===== config.mk =====
export PLATFORM = sky130hd
export DESIGN_NAME = cfg_axil_initiator_flat
export DESIGN_NICKNAME = d
export VERILOG_FILES = /design/src/rtl/cfg_axil_initiator_pkg.sv /design/src/rtl/cfg_axil_initiator_if.sv /design/src/rtl/axil_timeout_cnt.sv /design/src/rtl/cfg_axil_initiator.sv /design/src/flat_wrapper.sv
export SDC_FILE = /design/constraint.sdc
export NUM_CORES = 1
export LEC_CHECK = 0
export CAP_MARGIN = 20
export CORE_MARGIN = 5
export CORE_UTILIZATION = 35
export CTS_CLUSTER_DIAMETER = 200
export DETAILED_ROUTE_END_ITERATION = 16
export PLACE_DENSITY = 0.67
export SLEW_MARGIN = 20
export SYNTH_ARGS = -nofsm -noshare
export SYNTH_HDL_FRONTEND = slang
export SYNTH_SLANG_ARGS = --single-unit

===== constraint.sdc =====
create_clock -name clk_i -period 1.8 [get_ports clk_i]
set_clock_uncertainty 0.05 [all_clocks]
set_input_delay 0.18 -clock clk_i [delete_from_list [all_inputs] [get_ports clk_i]]
set_output_delay 0.18 -clock clk_i [all_outputs]
set_load 0.005 [all_outputs]

===== src/rtl/cfg_axil_initiator_pkg.sv =====
// Shared constants for the AXI-lite config initiator: response codes, FSM
// state encoding and the default per-transaction timeout.
package cfg_axil_initiator_pkg;

  localparam logic [1:0] RESP_OKAY   = 2'b00;
  localparam logic [1:0] RESP_SLVERR = 2'b10;

  localparam logic [2:0] ST_IDLE    = 3'd0;
  localparam logic [2:0] ST_WR_REQ  = 3'd1;
  localparam logic [2:0] ST_WR_RESP = 3'd2;
  localparam logic [2:0] ST_RD_REQ  = 3'd3;
  localparam logic [2:0] ST_RD_RESP = 3'd4;
  localparam logic [2:0] ST_RSP     = 3'd5;

  localparam int TIMEOUT_CYCLES_DEFAULT = 5000;

  // States in which a bus transaction is outstanding and the timeout runs.
  function automatic logic is_bus_state(input logic [2:0] st);
    return (st == ST_WR_REQ) || (st == ST_WR_RESP) ||
           (st == ST_RD_REQ) || (st == ST_RD_RESP);
  endfunction

endpackage


===== src/rtl/cfg_axil_initiator_if.sv =====
// AXI-lite (single-beat, 32-bit data) config bus between an initiator
// (master modport) and a peripheral register block (slave modport).
interface cfg_axil_initiator_if #(
  parameter int ADDR_W = 32
);
  logic              awvalid;
  logic              awready;
  logic [ADDR_W-1:0] awaddr;
  logic              wvalid;
  logic              wready;
  logic [31:0]       wdata;
  logic [3:0]        wstrb;
  logic              bvalid;
  logic              bready;
  logic [1:0]        bresp;
  logic              arvalid;
  logic              arready;
  logic [ADDR_W-1:0] araddr;
  logic              rvalid;
  logic              rready;
  logic [31:0]       rdata;
  logic [1:0]        rresp;

  modport master (
    output awvalid, awaddr, wvalid, wdata, wstrb, bready, arvalid, araddr, rready,
    input  awready, wready, bvalid, bresp, arready, rvalid, rdata, rresp
  );

  modport slave (
    input  awvalid, awaddr, wvalid, wdata, wstrb, bready, arvalid, araddr, rready,
    output awready, wready, bvalid, bresp, arready, rvalid, rdata, rresp
  );
endinterface


===== src/rtl/axil_timeout_cnt.sv =====
// Saturating per-transaction cycle counter; expire is high on the LIMIT-th
// enabled cycle after clear (and stays high while enabled). LIMIT = 0 disables.
module axil_timeout_cnt #(
  parameter int CNT_W = 16,
  parameter int LIMIT = 5000
) (
  input  logic clk_i,
  input  logic rst_ni,
  input  logic clear_i,
  input  logic enable_i,
  output logic expire_o
);
  localparam logic [CNT_W-1:0] LIMIT_M1 = CNT_W'((LIMIT == 0) ? 0 : LIMIT - 1);

  logic [CNT_W-1:0] cnt_q;

  always_ff @(posedge clk_i) begin
    if (!rst_ni || clear_i) begin
      cnt_q <= '0;
    end else if (enable_i && (cnt_q != {CNT_W{1'b1}})) begin
      cnt_q <= cnt_q + 1'b1;
    end
  end

  // >= rather than == so a timeout still fires after a phase change that
  // consumed the exact expiry cycle.
  assign expire_o = (LIMIT != 0) && enable_i && (cnt_q >= LIMIT_M1);

endmodule


===== src/rtl/cfg_axil_initiator.sv =====
// Command/response to AXI-lite single-beat initiator with per-transaction timeout.
// Handshakes: a transfer occurs on a rising clk_i edge where valid && ready; a
// valid, once raised, holds with stable payload until that edge.
module cfg_axil_initiator
  import cfg_axil_initiator_pkg::*;
#(
  parameter int ADDR_W         = 32,
  parameter int TIMEOUT_CYCLES = TIMEOUT_CYCLES_DEFAULT,
  parameter int CNT_W          = 16
) (
  input  logic                  clk_i,
  input  logic                  rst_ni,
  input  logic                  cmd_valid_i,
  output logic                  cmd_ready_o,
  input  logic                  cmd_write_i,
  input  logic [ADDR_W-1:0]     cmd_addr_i,
  input  logic [31:0]           cmd_wdata_i,
  input  logic [3:0]            cmd_wstrb_i,
  output logic                  rsp_valid_o,
  input  logic                  rsp_ready_i,
  output logic [31:0]           rsp_rdata_o,
  output logic [1:0]            rsp_resp_o,
  output logic                  rsp_timeout_o,
  output logic                  busy_o,
  output logic [2:0]            state_o,
  cfg_axil_initiator_if.master  cfg
);

  logic [2:0] state_q;
  logic       aw_done_q, w_done_q;
  logic       aw_fire, w_fire, aw_done_n, w_done_n;
  logic       progress, expire, abort, cmd_fire;

  assign state_o  = state_q;
  assign cmd_fire = (state_q == ST_IDLE) && cmd_valid_i;

  always_comb begin
    aw_fire   = cfg.awvalid && cfg.awready;
    w_fire    = cfg.wvalid && cfg.wready;
    aw_done_n = aw_done_q || aw_fire;
    w_done_n  = w_done_q || w_fire;
    progress  = 1'b0;
    case (state_q)
      ST_WR_REQ:  progress = aw_done_n && w_done_n;
      ST_WR_RESP: progress = cfg.bvalid;
      ST_RD_REQ:  progress = cfg.arready;
      ST_RD_RESP: progress = cfg.rvalid;
      default:    progress = 1'b0;
    endcase
    // A handshake landing on the expiry cycle takes priority over the abort.
    abort = expire && !progress;
  end

  axil_timeout_cnt #(
    .CNT_W (CNT_W),
    .LIMIT (TIMEOUT_CYCLES)
  ) u_timeout (
    .clk_i    (clk_i),
    .rst_ni   (rst_ni),
    .clear_i  (cmd_fire),
    .enable_i (is_bus_state(state_q)),
    .expire_o (expire)
  );

  always_ff @(posedge clk_i) begin
    if (!rst_ni) begin
      state_q       <= ST_IDLE;
      aw_done_q     <= 1'b0;
      w_done_q      <= 1'b0;
      cmd_ready_o   <= 1'b1;
      busy_o        <= 1'b0;
      rsp_valid_o   <= 1'b0;
      rsp_rdata_o   <= '0;
      rsp_resp_o    <= RESP_OKAY;
      rsp_timeout_o <= 1'b0;
      cfg.awvalid   <= 1'b0;
      cfg.awaddr    <= '0;
      cfg.wvalid    <= 1'b0;
      cfg.wdata     <= '0;
      cfg.wstrb     <= '0;
      cfg.bready    <= 1'b1;
      cfg.arvalid   <= 1'b0;
      cfg.araddr    <= '0;
      cfg.rready    <= 1'b1;
    end else begin
      case (state_q)
        ST_IDLE: begin
          // bready/rready stay high here so stale responses drain silently.
          if (cmd_valid_i) begin
            cmd_ready_o <= 1'b0;
            busy_o      <= 1'b1;
            if (cmd_write_i) begin
              cfg.awaddr  <= cmd_addr_i;
              cfg.wdata   <= cmd_wdata_i;
              cfg.wstrb   <= cmd_wstrb_i;
              cfg.awvalid <= 1'b1;
              cfg.wvalid  <= 1'b1;
              cfg.rready  <= 1'b0;
              aw_done_q   <= 1'b0;
              w_done_q    <= 1'b0;
              state_q     <= ST_WR_REQ;
            end else begin
              cfg.araddr  <= cmd_addr_i;
              cfg.arvalid <= 1'b1;
              cfg.bready  <= 1'b0;
              state_q     <= ST_RD_REQ;
            end
          end
        end
        ST_WR_REQ: begin
          if (aw_fire) cfg.awvalid <= 1'b0;
          if (w_fire)  cfg.wvalid  <= 1'b0;
          aw_done_q <= aw_done_n;
          w_done_q  <= w_done_n;
          if (aw_done_n && w_done_n) state_q <= ST_WR_RESP;
        end
        ST_WR_RESP: begin
          if (cfg.bvalid) begin
            rsp_resp_o    <= cfg.bresp;
            rsp_rdata_o   <= '0;
            rsp_timeout_o <= 1'b0;
            rsp_valid_o   <= 1'b1;
            cfg.bready    <= 1'b0;
            state_q       <= ST_RSP;
          end
        end
        ST_RD_REQ: begin
          if (cfg.arready) begin
            cfg.arvalid <= 1'b0;
            state_q     <= ST_RD_RESP;
          end
        end
        ST_RD_RESP: begin
          if (cfg.rvalid) begin
            rsp_rdata_o   <= cfg.rdata;
            rsp_resp_o    <= cfg.rresp;
            rsp_timeout_o <= 1'b0;
            rsp_valid_o   <= 1'b1;
            cfg.rready    <= 1'b0;
            state_q       <= ST_RSP;
          end
        end
        ST_RSP: begin
          if (rsp_ready_i) begin
            rsp_valid_o   <= 1'b0;
            rsp_timeout_o <= 1'b0;
            cmd_ready_o   <= 1'b1;
            busy_o        <= 1'b0;
            cfg.bready    <= 1'b1;
            cfg.rready    <= 1'b1;
            state_q       <= ST_IDLE;
          end
        end
        default: begin
          state_q <= ST_IDLE;
        end
      endcase

      if (abort) begin
        cfg.awvalid   <= 1'b0;
        cfg.wvalid    <= 1'b0;
        cfg.arvalid   <= 1'b0;
        cfg.bready    <= 1'b0;
        cfg.rready    <= 1'b0;
        rsp_valid_o   <= 1'b1;
        rsp_rdata_o   <= '0;
        rsp_resp_o    <= RESP_SLVERR;
        rsp_timeout_o <= 1'b1;
        state_q       <= ST_RSP;
      end
    end
  end

endmodule


===== src/flat_wrapper.sv =====
// flat-port wrapper written by rule: the top's interface ports become plain ports
module cfg_axil_initiator_flat import cfg_axil_initiator_pkg::*;
#(
  parameter int ADDR_W         = 32,
  parameter int TIMEOUT_CYCLES = TIMEOUT_CYCLES_DEFAULT,
  parameter int CNT_W          = 16
)
  (clk_i, rst_ni, cmd_valid_i, cmd_ready_o, cmd_write_i, cmd_addr_i, cmd_wdata_i, cmd_wstrb_i, rsp_valid_o, rsp_ready_i, rsp_rdata_o, rsp_resp_o, rsp_timeout_o, busy_o, state_o, cfg_awvalid, cfg_awaddr, cfg_wvalid, cfg_wdata, cfg_wstrb, cfg_bready, cfg_arvalid, cfg_araddr, cfg_rready, cfg_awready, cfg_wready, cfg_bvalid, cfg_bresp, cfg_arready, cfg_rvalid, cfg_rdata, cfg_rresp);
  cfg_axil_initiator_if #(.ADDR_W(ADDR_W)) cfg_i ();
  input  logic clk_i;
  input  logic rst_ni;
  input  logic cmd_valid_i;
  output logic cmd_ready_o;
  input  logic cmd_write_i;
  input  logic [ADDR_W-1:0] cmd_addr_i;
  input  logic [31:0] cmd_wdata_i;
  input  logic [3:0] cmd_wstrb_i;
  output logic rsp_valid_o;
  input  logic rsp_ready_i;
  output logic [31:0] rsp_rdata_o;
  output logic [1:0] rsp_resp_o;
  output logic rsp_timeout_o;
  output logic busy_o;
  output logic [2:0] state_o;
  output wire logic [$bits(cfg_i.awvalid)-1:0] cfg_awvalid;
  output wire logic [$bits(cfg_i.awaddr)-1:0] cfg_awaddr;
  output wire logic [$bits(cfg_i.wvalid)-1:0] cfg_wvalid;
  output wire logic [$bits(cfg_i.wdata)-1:0] cfg_wdata;
  output wire logic [$bits(cfg_i.wstrb)-1:0] cfg_wstrb;
  output wire logic [$bits(cfg_i.bready)-1:0] cfg_bready;
  output wire logic [$bits(cfg_i.arvalid)-1:0] cfg_arvalid;
  output wire logic [$bits(cfg_i.araddr)-1:0] cfg_araddr;
  output wire logic [$bits(cfg_i.rready)-1:0] cfg_rready;
  input wire logic [$bits(cfg_i.awready)-1:0] cfg_awready;
  input wire logic [$bits(cfg_i.wready)-1:0] cfg_wready;
  input wire logic [$bits(cfg_i.bvalid)-1:0] cfg_bvalid;
  input wire logic [$bits(cfg_i.bresp)-1:0] cfg_bresp;
  input wire logic [$bits(cfg_i.arready)-1:0] cfg_arready;
  input wire logic [$bits(cfg_i.rvalid)-1:0] cfg_rvalid;
  input wire logic [$bits(cfg_i.rdata)-1:0] cfg_rdata;
  input wire logic [$bits(cfg_i.rresp)-1:0] cfg_rresp;
  assign cfg_awvalid = cfg_i.awvalid;
  assign cfg_awaddr = cfg_i.awaddr;
  assign cfg_wvalid = cfg_i.wvalid;
  assign cfg_wdata = cfg_i.wdata;
  assign cfg_wstrb = cfg_i.wstrb;
  assign cfg_bready = cfg_i.bready;
  assign cfg_arvalid = cfg_i.arvalid;
  assign cfg_araddr = cfg_i.araddr;
  assign cfg_rready = cfg_i.rready;
  assign cfg_i.awready = cfg_awready;
  assign cfg_i.wready = cfg_wready;
  assign cfg_i.bvalid = cfg_bvalid;
  assign cfg_i.bresp = cfg_bresp;
  assign cfg_i.arready = cfg_arready;
  assign cfg_i.rvalid = cfg_rvalid;
  assign cfg_i.rdata = cfg_rdata;
  assign cfg_i.rresp = cfg_rresp;
  cfg_axil_initiator #(.ADDR_W(ADDR_W), .TIMEOUT_CYCLES(TIMEOUT_CYCLES), .CNT_W(CNT_W)) u_core (.clk_i(clk_i), .rst_ni(rst_ni), .cmd_valid_i(cmd_valid_i), .cmd_ready_o(cmd_ready_o), .cmd_write_i(cmd_write_i), .cmd_addr_i(cmd_addr_i), .cmd_wdata_i(cmd_wdata_i), .cmd_wstrb_i(cmd_wstrb_i), .rsp_valid_o(rsp_valid_o), .rsp_ready_i(rsp_ready_i), .rsp_rdata_o(rsp_rdata_o), .rsp_resp_o(rsp_resp_o), .rsp_timeout_o(rsp_timeout_o), .busy_o(busy_o), .state_o(state_o), .cfg(cfg_i));
endmodule

After elaboration in Yosys (flattened, before gate mapping) --
Cells that the tools add are included.
Storage, ports and cells: register bits 164, input port bits 114, output and inout bits 146, logic and storage cells 139
Operators by class: add/subtract/negate cells 1, magnitude comparators 1, eq/ne operators 24, mux-type cells 51, bitwise gates (word level) 2, reductions and logical operators 39
Operator list (count):
- 32-bit 2-to-1 mux | 2
- 32-bit case mux with 2 select lines | 1
- 3-bit by 2-bit inequality test with 1-bit output, second input constant | 8
- 1-bit 2-to-1 mux | 23
- 3-bit 2-to-1 mux | 7
- 3-bit case mux with 6 select lines | 1
- 3-bit AND reduction | 6
- 16-bit by 1-bit adder with 16-bit output, second input constant | 1
- 16-bit by 13-bit greater-or-equal comparator with 1-bit output, second input constant | 1
- 16-bit inequality test, second input constant | 1
- 2-bit inequality test, second input constant | 8
- 4-bit AND reduction | 4
- 1-bit case mux with 2 select lines | 7
- 1-bit case mux with 3 select lines | 4
- 6-bit AND reduction | 2
- 4-bit nonzero test | 3
- 5-bit AND reduction | 2
- 2-bit 2-to-1 mux | 4
- 2-bit nonzero test | 4
- 1-bit logical AND | 7
- 3-bit by 2-bit equality test with 1-bit output, second input constant | 2
- 3-bit equality test, second input constant | 2
- 1-bit logical OR | 6
- 2-bit by 1-bit inequality test with 1-bit output, second input constant | 2
- other kinds (8) | 10

Logic depth before layout (Yosys ltp) --
depth in word-level cells 8, mapped depth 8, gate-level depth less buffers 6

By module --
A second synthesis with hierarchy kept.
Second synthesis, totals: cells, all modules 787, area, all modules 6636.4 um2
By module, submodules not included:
- cfg_axil_initiator | instances 1, cells an instance 682, area an instance 5776.8 um2
- axil_timeout_cnt | instances 1, cells an instance 105, area an instance 859.6 um2

Worst setup path after synthesis --
OpenSTA, ideal clock, no wires.
path type reg-to-reg, from register u_core.state_q[0], in the netlist u_core.state_o[0], to register u_core.state_q[1], in the netlist u_core.state_o[1], setup time 0.121 ns, data arrival time 1.515 ns, required time 1.629 ns, path slack 0.113 ns, stages on the path, launching flop included 8, buffers on the path 2, cells stage by stage dfxtp_1 > buf_6 > nor3b_4 > o21ai_1 > o221a_2 > o21ai_4 > buf_6 > a21oi_1
On the way: longest elaborated chain between the ends 7, elaborated cells on any way between the ends 22
Ends and longest elaborated chain:
- start, declared | RTL line cfg_axil_initiator.sv:29 | logic [2:0] state_q;
- start signal, assigned | RTL line cfg_axil_initiator.sv:67 | state_q <= ST_IDLE;
- start signal, assigned | RTL line cfg_axil_initiator.sv:101 | state_q <= ST_WR_REQ;
- start signal, assigned | RTL line cfg_axil_initiator.sv:106 | state_q <= ST_RD_REQ;
- parallel branches: the longest is 7 deep, another holds 1-bit case mux with 4 select lines
Several ways; the timed one is not identified. A chain may end at the register's enable or synchronous reset.

Worst setup path after layout --
from register u_core.state_q[0], in the netlist u_core.state_o[0], to output port state_o[0]
RTL lines:
- end, declared | RTL line flat_wrapper.sv:24 | output logic [2:0] state_o;
No word-level cell between the ends.

==> summary by stage <==
Cells and area
The post-layout instance count excluding filler cells is 1307. The number of nets in the layout is 1181. The total inserted antenna cells is 0. The growth of design area from synthesis to finish is 67.36%. The post-layout utilization of the core is 0.5916. Summing all non-filler instances in the final layout gives an area of approximately 11000 um^2. In the final layout, the share of cells above drive strength 1 is 0.1475.

Yosys
Each instance of the synthesized netlist takes up on average just over 8 um^2. For this run, the leading register cell type out of synthesis is sky130_fd_sc_hd__dfxtp_1. The cell area after synthesis is around 6300 um^2. The number of nets in the synthesized netlist is slightly below 900.

Counting every instance in the synthesized netlist gives ~780. Yosys mapped the design onto approximately 50 distinct sky130hd cell types. The sequential cell area fraction in the yosys report is 0.5206. The async set or reset register ratio after synthesis is 0. The flip-flop and latch count after synthesis is between 150 and 200. In this run, synthesis inferred 0 flip-flops with an integrated enable.

The count of warnings emitted by yosys is 0.

Clock network
The sink count of the clock tree is 164. The H-tree was split into 4 levels. No sink is reached through more buffers than the 2 on the longest clock path. The worst-skew pair later-pin latency is about 420 ps.

The cts-stage hold buffer count is 0. TritonCTS built the clock tree. The root buffer cell is sky130_fd_sc_hd__clkbuf_16.

The number of buffers created by CTS is 17. Clock-pin slew was measured on the worst setup and hold paths at ~70 ps.

Setup path
By startpoint and endpoint, the worst setup path is classified as reg2out. The nature of the critical path startpoint is a flip-flop. Data on the critical path arrives at its endpoint at 1540 ps. The dominant delay contributor by cell family on the critical path is buffers and inverters. STA classifies the critical path endpoint as a primary output. The cell type of the slowest stage on the worst timing path is sky130_fd_sc_hd__clkdlybuf4s50_1. The required time of the critical path is around 1600 ps. The critical path contains buffers and inverters numbering 3 combined. Walking the worst path, the cells encountered are buf_12, buf_4, clkdlybuf4s50_1.

In this run the worst path has a maximum fanout of 9. The highest cell delay on the worst timing path is about 520 ps.

Power
In this run the power spent charging and discharging nets is 2.709 mW. For this design the ratio of total power to cell area is between 900 and 1000 nW/um^2. The fraction of power consumed by sequential logic is 0.402.

IR analysis of the VDD net gives a maximum drop of 0.7188 mV. The internal power is about 7.3 mW. The share of total power dissipated in the clock network is 0.368.

Of the total power, the share spent switching nets is 0.2718. The combinational group share of total power is 0.230. The total leakage power is about 3.7 nW.

Global route
The total global routing track utilization is 0.1853. The via count of the first global-routing pass came to 5864. The global route total overflow is 0. The wire length of the first global-routing pass is 30820 um. The largest net degree at the start of global routing is 51. The number of antenna violations at the first check in global routing is 0.

Die
The area of the core region is approximately 18000 um^2. From bottom edge to top edge, the die measures ~140 um. In this run the core area contains about 50 standard-cell rows.

The area enclosed by the die boundary is 20800 um^2. The number of top-level pins is 260. The floorplan step set the die width to about 140 um. For this configuration, the core starts out at a cell density of 0.3535.

Timing
Setup repair after global routing could not meet its margin everywhere. The total count of max-transition violations in the final report came to 0. Once routing completed, OpenROAD measured the worst setup slack at ~29 ps. The fmax is about 560 MHz. Of the available clock period, the critical path in the final layout requires 0.9840. In this run the tightest slew margin relative to its limit is 0.6859.

The final hold violation count is 0. Setup violations remaining at the end of the flow were counted as 0. The worst path needs around 1800 ps of the cycle, external delays included. At the pin with the least slew margin, the transition time is roughly 470 ps.

After routing, the total negative slack on setup checks comes to 0 ps.

Place
At the placement stage, the worst setup path has a slack of -37.06 ps. Input and output buffers added on the ports amount to approximately 260. The number of placed instances, taps included is 1250. At the end of routability-driven placement, the weighted congestion stood at between 0.8 and 0.9. The total placed instance area is between 9000 and 10000 um^2. The HPWL after detailed placement is ~14000 um.

Detailed routing
The final wirelength is 21630 um. The first TritonRoute pass finished after 5 iterations. The average wire length per cell after detail routing is roughly 17 um. Using the TritonRoute via totals, the vias-per-cell ratio works out to slightly below 5. The total number of vias is 6452. The DRC violation count after routing is 0. The DRC violation total after the first TritonRoute iteration is a little under 300. The number of nets with antenna violations after detailed routing is 0.

Worst hold path
The path class of the tightest hold or removal check is in2reg.

Flow run
The number of maximum-capacitance constraint violations is 0.

Run status
The flow ran to the end, and the final reports show no timing, DRC or antenna violations.
[through the flow]
step           hold slack (ps)  power (mW)
2_1_floorplan            206.2       4.906
3_3_place_gp             386.9       5.999
3_5_place_dp             393.4       6.014
4_1_cts                  229.3       9.690
5_1_grt                  244.8       10.41
6_report                 249.7       9.968
[final timing paths]
path	startpoint	end	slack [ps]	cells after the start
setup / recovery	u_core.state_o[0]	state_o[0]	30	3
hold / removal	cmd_wdata_i[12]	u_core.cfg.wdata[12]	250	3
setup reg to reg	u_core.state_o[0]	u_core.state_o[0]	60	5
hold reg to reg	u_core.rsp_rdata_o[19]	u_core.rsp_rdata_o[19]	400	2
[cell families after synthesis]
kind of cell	after synthesis	share of synthesized area
compound gates	176	0.1512
mux	3	0.004762
flops	164	0.5206
buf+inv	57	0.04523
simple gates	362	0.2581
xor+xnor	13	0.01806
fa+ha+maj	1	0.001984
[placed cells by master (no fill, tap or decap), types with 13 or more instances in the layout]
master,n
sky130_fd_sc_hd__buf_4,38
sky130_fd_sc_hd__clkdlybuf4s50_1,258
sky130_fd_sc_hd__xnor2_1,13
sky130_fd_sc_hd__nand2_1,233
sky130_fd_sc_hd__dfxtp_1,160
sky130_fd_sc_hd__a21oi_2,21
sky130_fd_sc_hd__nand3_1,38
sky130_fd_sc_hd__a21oi_1,124
sky130_fd_sc_hd__nor2_1,27
sky130_fd_sc_hd__buf_12,13
sky130_fd_sc_hd__clkbuf_16,26
[cell type report]
| class | count | area, um^2 |
|---|---|---|
| sequential | 164 | 3293 |
| inverter | 2 | 8.758 |
| clock inverter | 12 | 142.6 |
| multi-input combinational | 555 | 2907 |
| clock buffer | 19 | 452.9 |
| tap | 229 | 286.5 |
| fill | 1596 | 7287 |
| timing repair buffer | 326 | 3463 |
[cells in the mapped netlist, types with 2 or more instances]
master	count	area [um^2]
sky130_fd_sc_hd__nor3b_4	2	37.54
sky130_fd_sc_hd__and4_1	2	17.52
sky130_fd_sc_hd__nand2b_1	5	31.28
sky130_fd_sc_hd__a32oi_1	2	17.52
sky130_fd_sc_hd__a31oi_1	3	18.77
sky130_fd_sc_hd__buf_6	5	56.30
sky130_fd_sc_hd__nor2b_1	3	18.77
sky130_fd_sc_hd__nor4b_2	2	30.03
sky130_fd_sc_hd__mux2i_1	3	30.03
sky130_fd_sc_hd__buf_2	17	85.08
sky130_fd_sc_hd__a21oi_1	144	720.7
sky130_fd_sc_hd__nand4_1	6	37.54
sky130_fd_sc_hd__nand2_1	245	919.6
sky130_fd_sc_hd__xnor2_1	13	113.9
sky130_fd_sc_hd__nand3b_1	3	22.52
sky130_fd_sc_hd__o211ai_1	3	22.52
sky130_fd_sc_hd__buf_4	3	22.52
sky130_fd_sc_hd__o21ai_0	9	45.04
sky130_fd_sc_hd__dfxtp_1	164	3283
sky130_fd_sc_hd__a211oi_1	3	22.52
sky130_fd_sc_hd__o21ai_2	2	17.52
sky130_fd_sc_hd__and2_1	2	12.51
sky130_fd_sc_hd__nor2_1	27	101.4
sky130_fd_sc_hd__clkbuf_1	29	108.9
sky130_fd_sc_hd__nand3_1	38	190.2
sky130_fd_sc_hd__nor3_1	12	60.06
sky130_fd_sc_hd__or3_1	3	18.77
sky130_fd_sc_hd__nor3b_1	3	22.52
[power groups by stage]
stage	combinational [mW]	sequential, mW	clock [mW]
6_report	2.29	4.00	3.67
5_1_grt	2.48	4.03	3.90
4_1_cts	1.96	3.99	3.74
3_5_place_dp	1.95	4.07	0
3_3_place_gp	1.94	4.06	0
2_1_floorplan	0.830	4.08	0
[worst register-to-register path: stages (launching register included)]
cell,delay [ps]
sky130_fd_sc_hd__dfxtp_4,360
sky130_fd_sc_hd__buf_12,140
sky130_fd_sc_hd__or4b_2,700
sky130_fd_sc_hd__nand3b_4,120
sky130_fd_sc_hd__o21ai_0,100
sky130_fd_sc_hd__a31oi_1,190
[timing repair]
item / CTS / global route
cloned: 0 / 13
setup endpoints to repair: 22 / 123
pin swaps: 0 / 7
buffers inserted: 0 / 13
gates resized for setup: 2 / 53
[flip-flops by register name (all words and copies together) (netlist names)]
signal                  flops
u_core.state_o              3
u_core.cfg.awaddr          32
u_core.rsp_resp_o           2
u_core.u_timeout.cnt_q     16
u_core.cfg.wstrb            4
u_core.cfg.araddr          32
u_core.rsp_valid_o          1
u_core.cfg.awvalid          1
u_core.busy_o               1
u_core.cfg.wdata           32
u_core.cfg.arvalid          1
u_core.aw_done_q            1
u_core.rsp_timeout_o        1
u_core.cfg.rready           1
u_core.cmd_ready_o          1
u_core.cfg.bready           1
u_core.cfg.wvalid           1
u_core.rsp_rdata_o         32
u_core.w_done_q             1
[metal layers]
layer,up-vias,share of wire,global-route usage,wire length (um)
li1,3188,-,-,-
met3,31,0.067,0.04861,1458
met2,196,0.49,0.3018,10650
met1,3037,0.42,0.2381,9106
met5,-,0,0,0
met4,0,0.019,0.06627,420
Power figures use the tool's default switching activity.
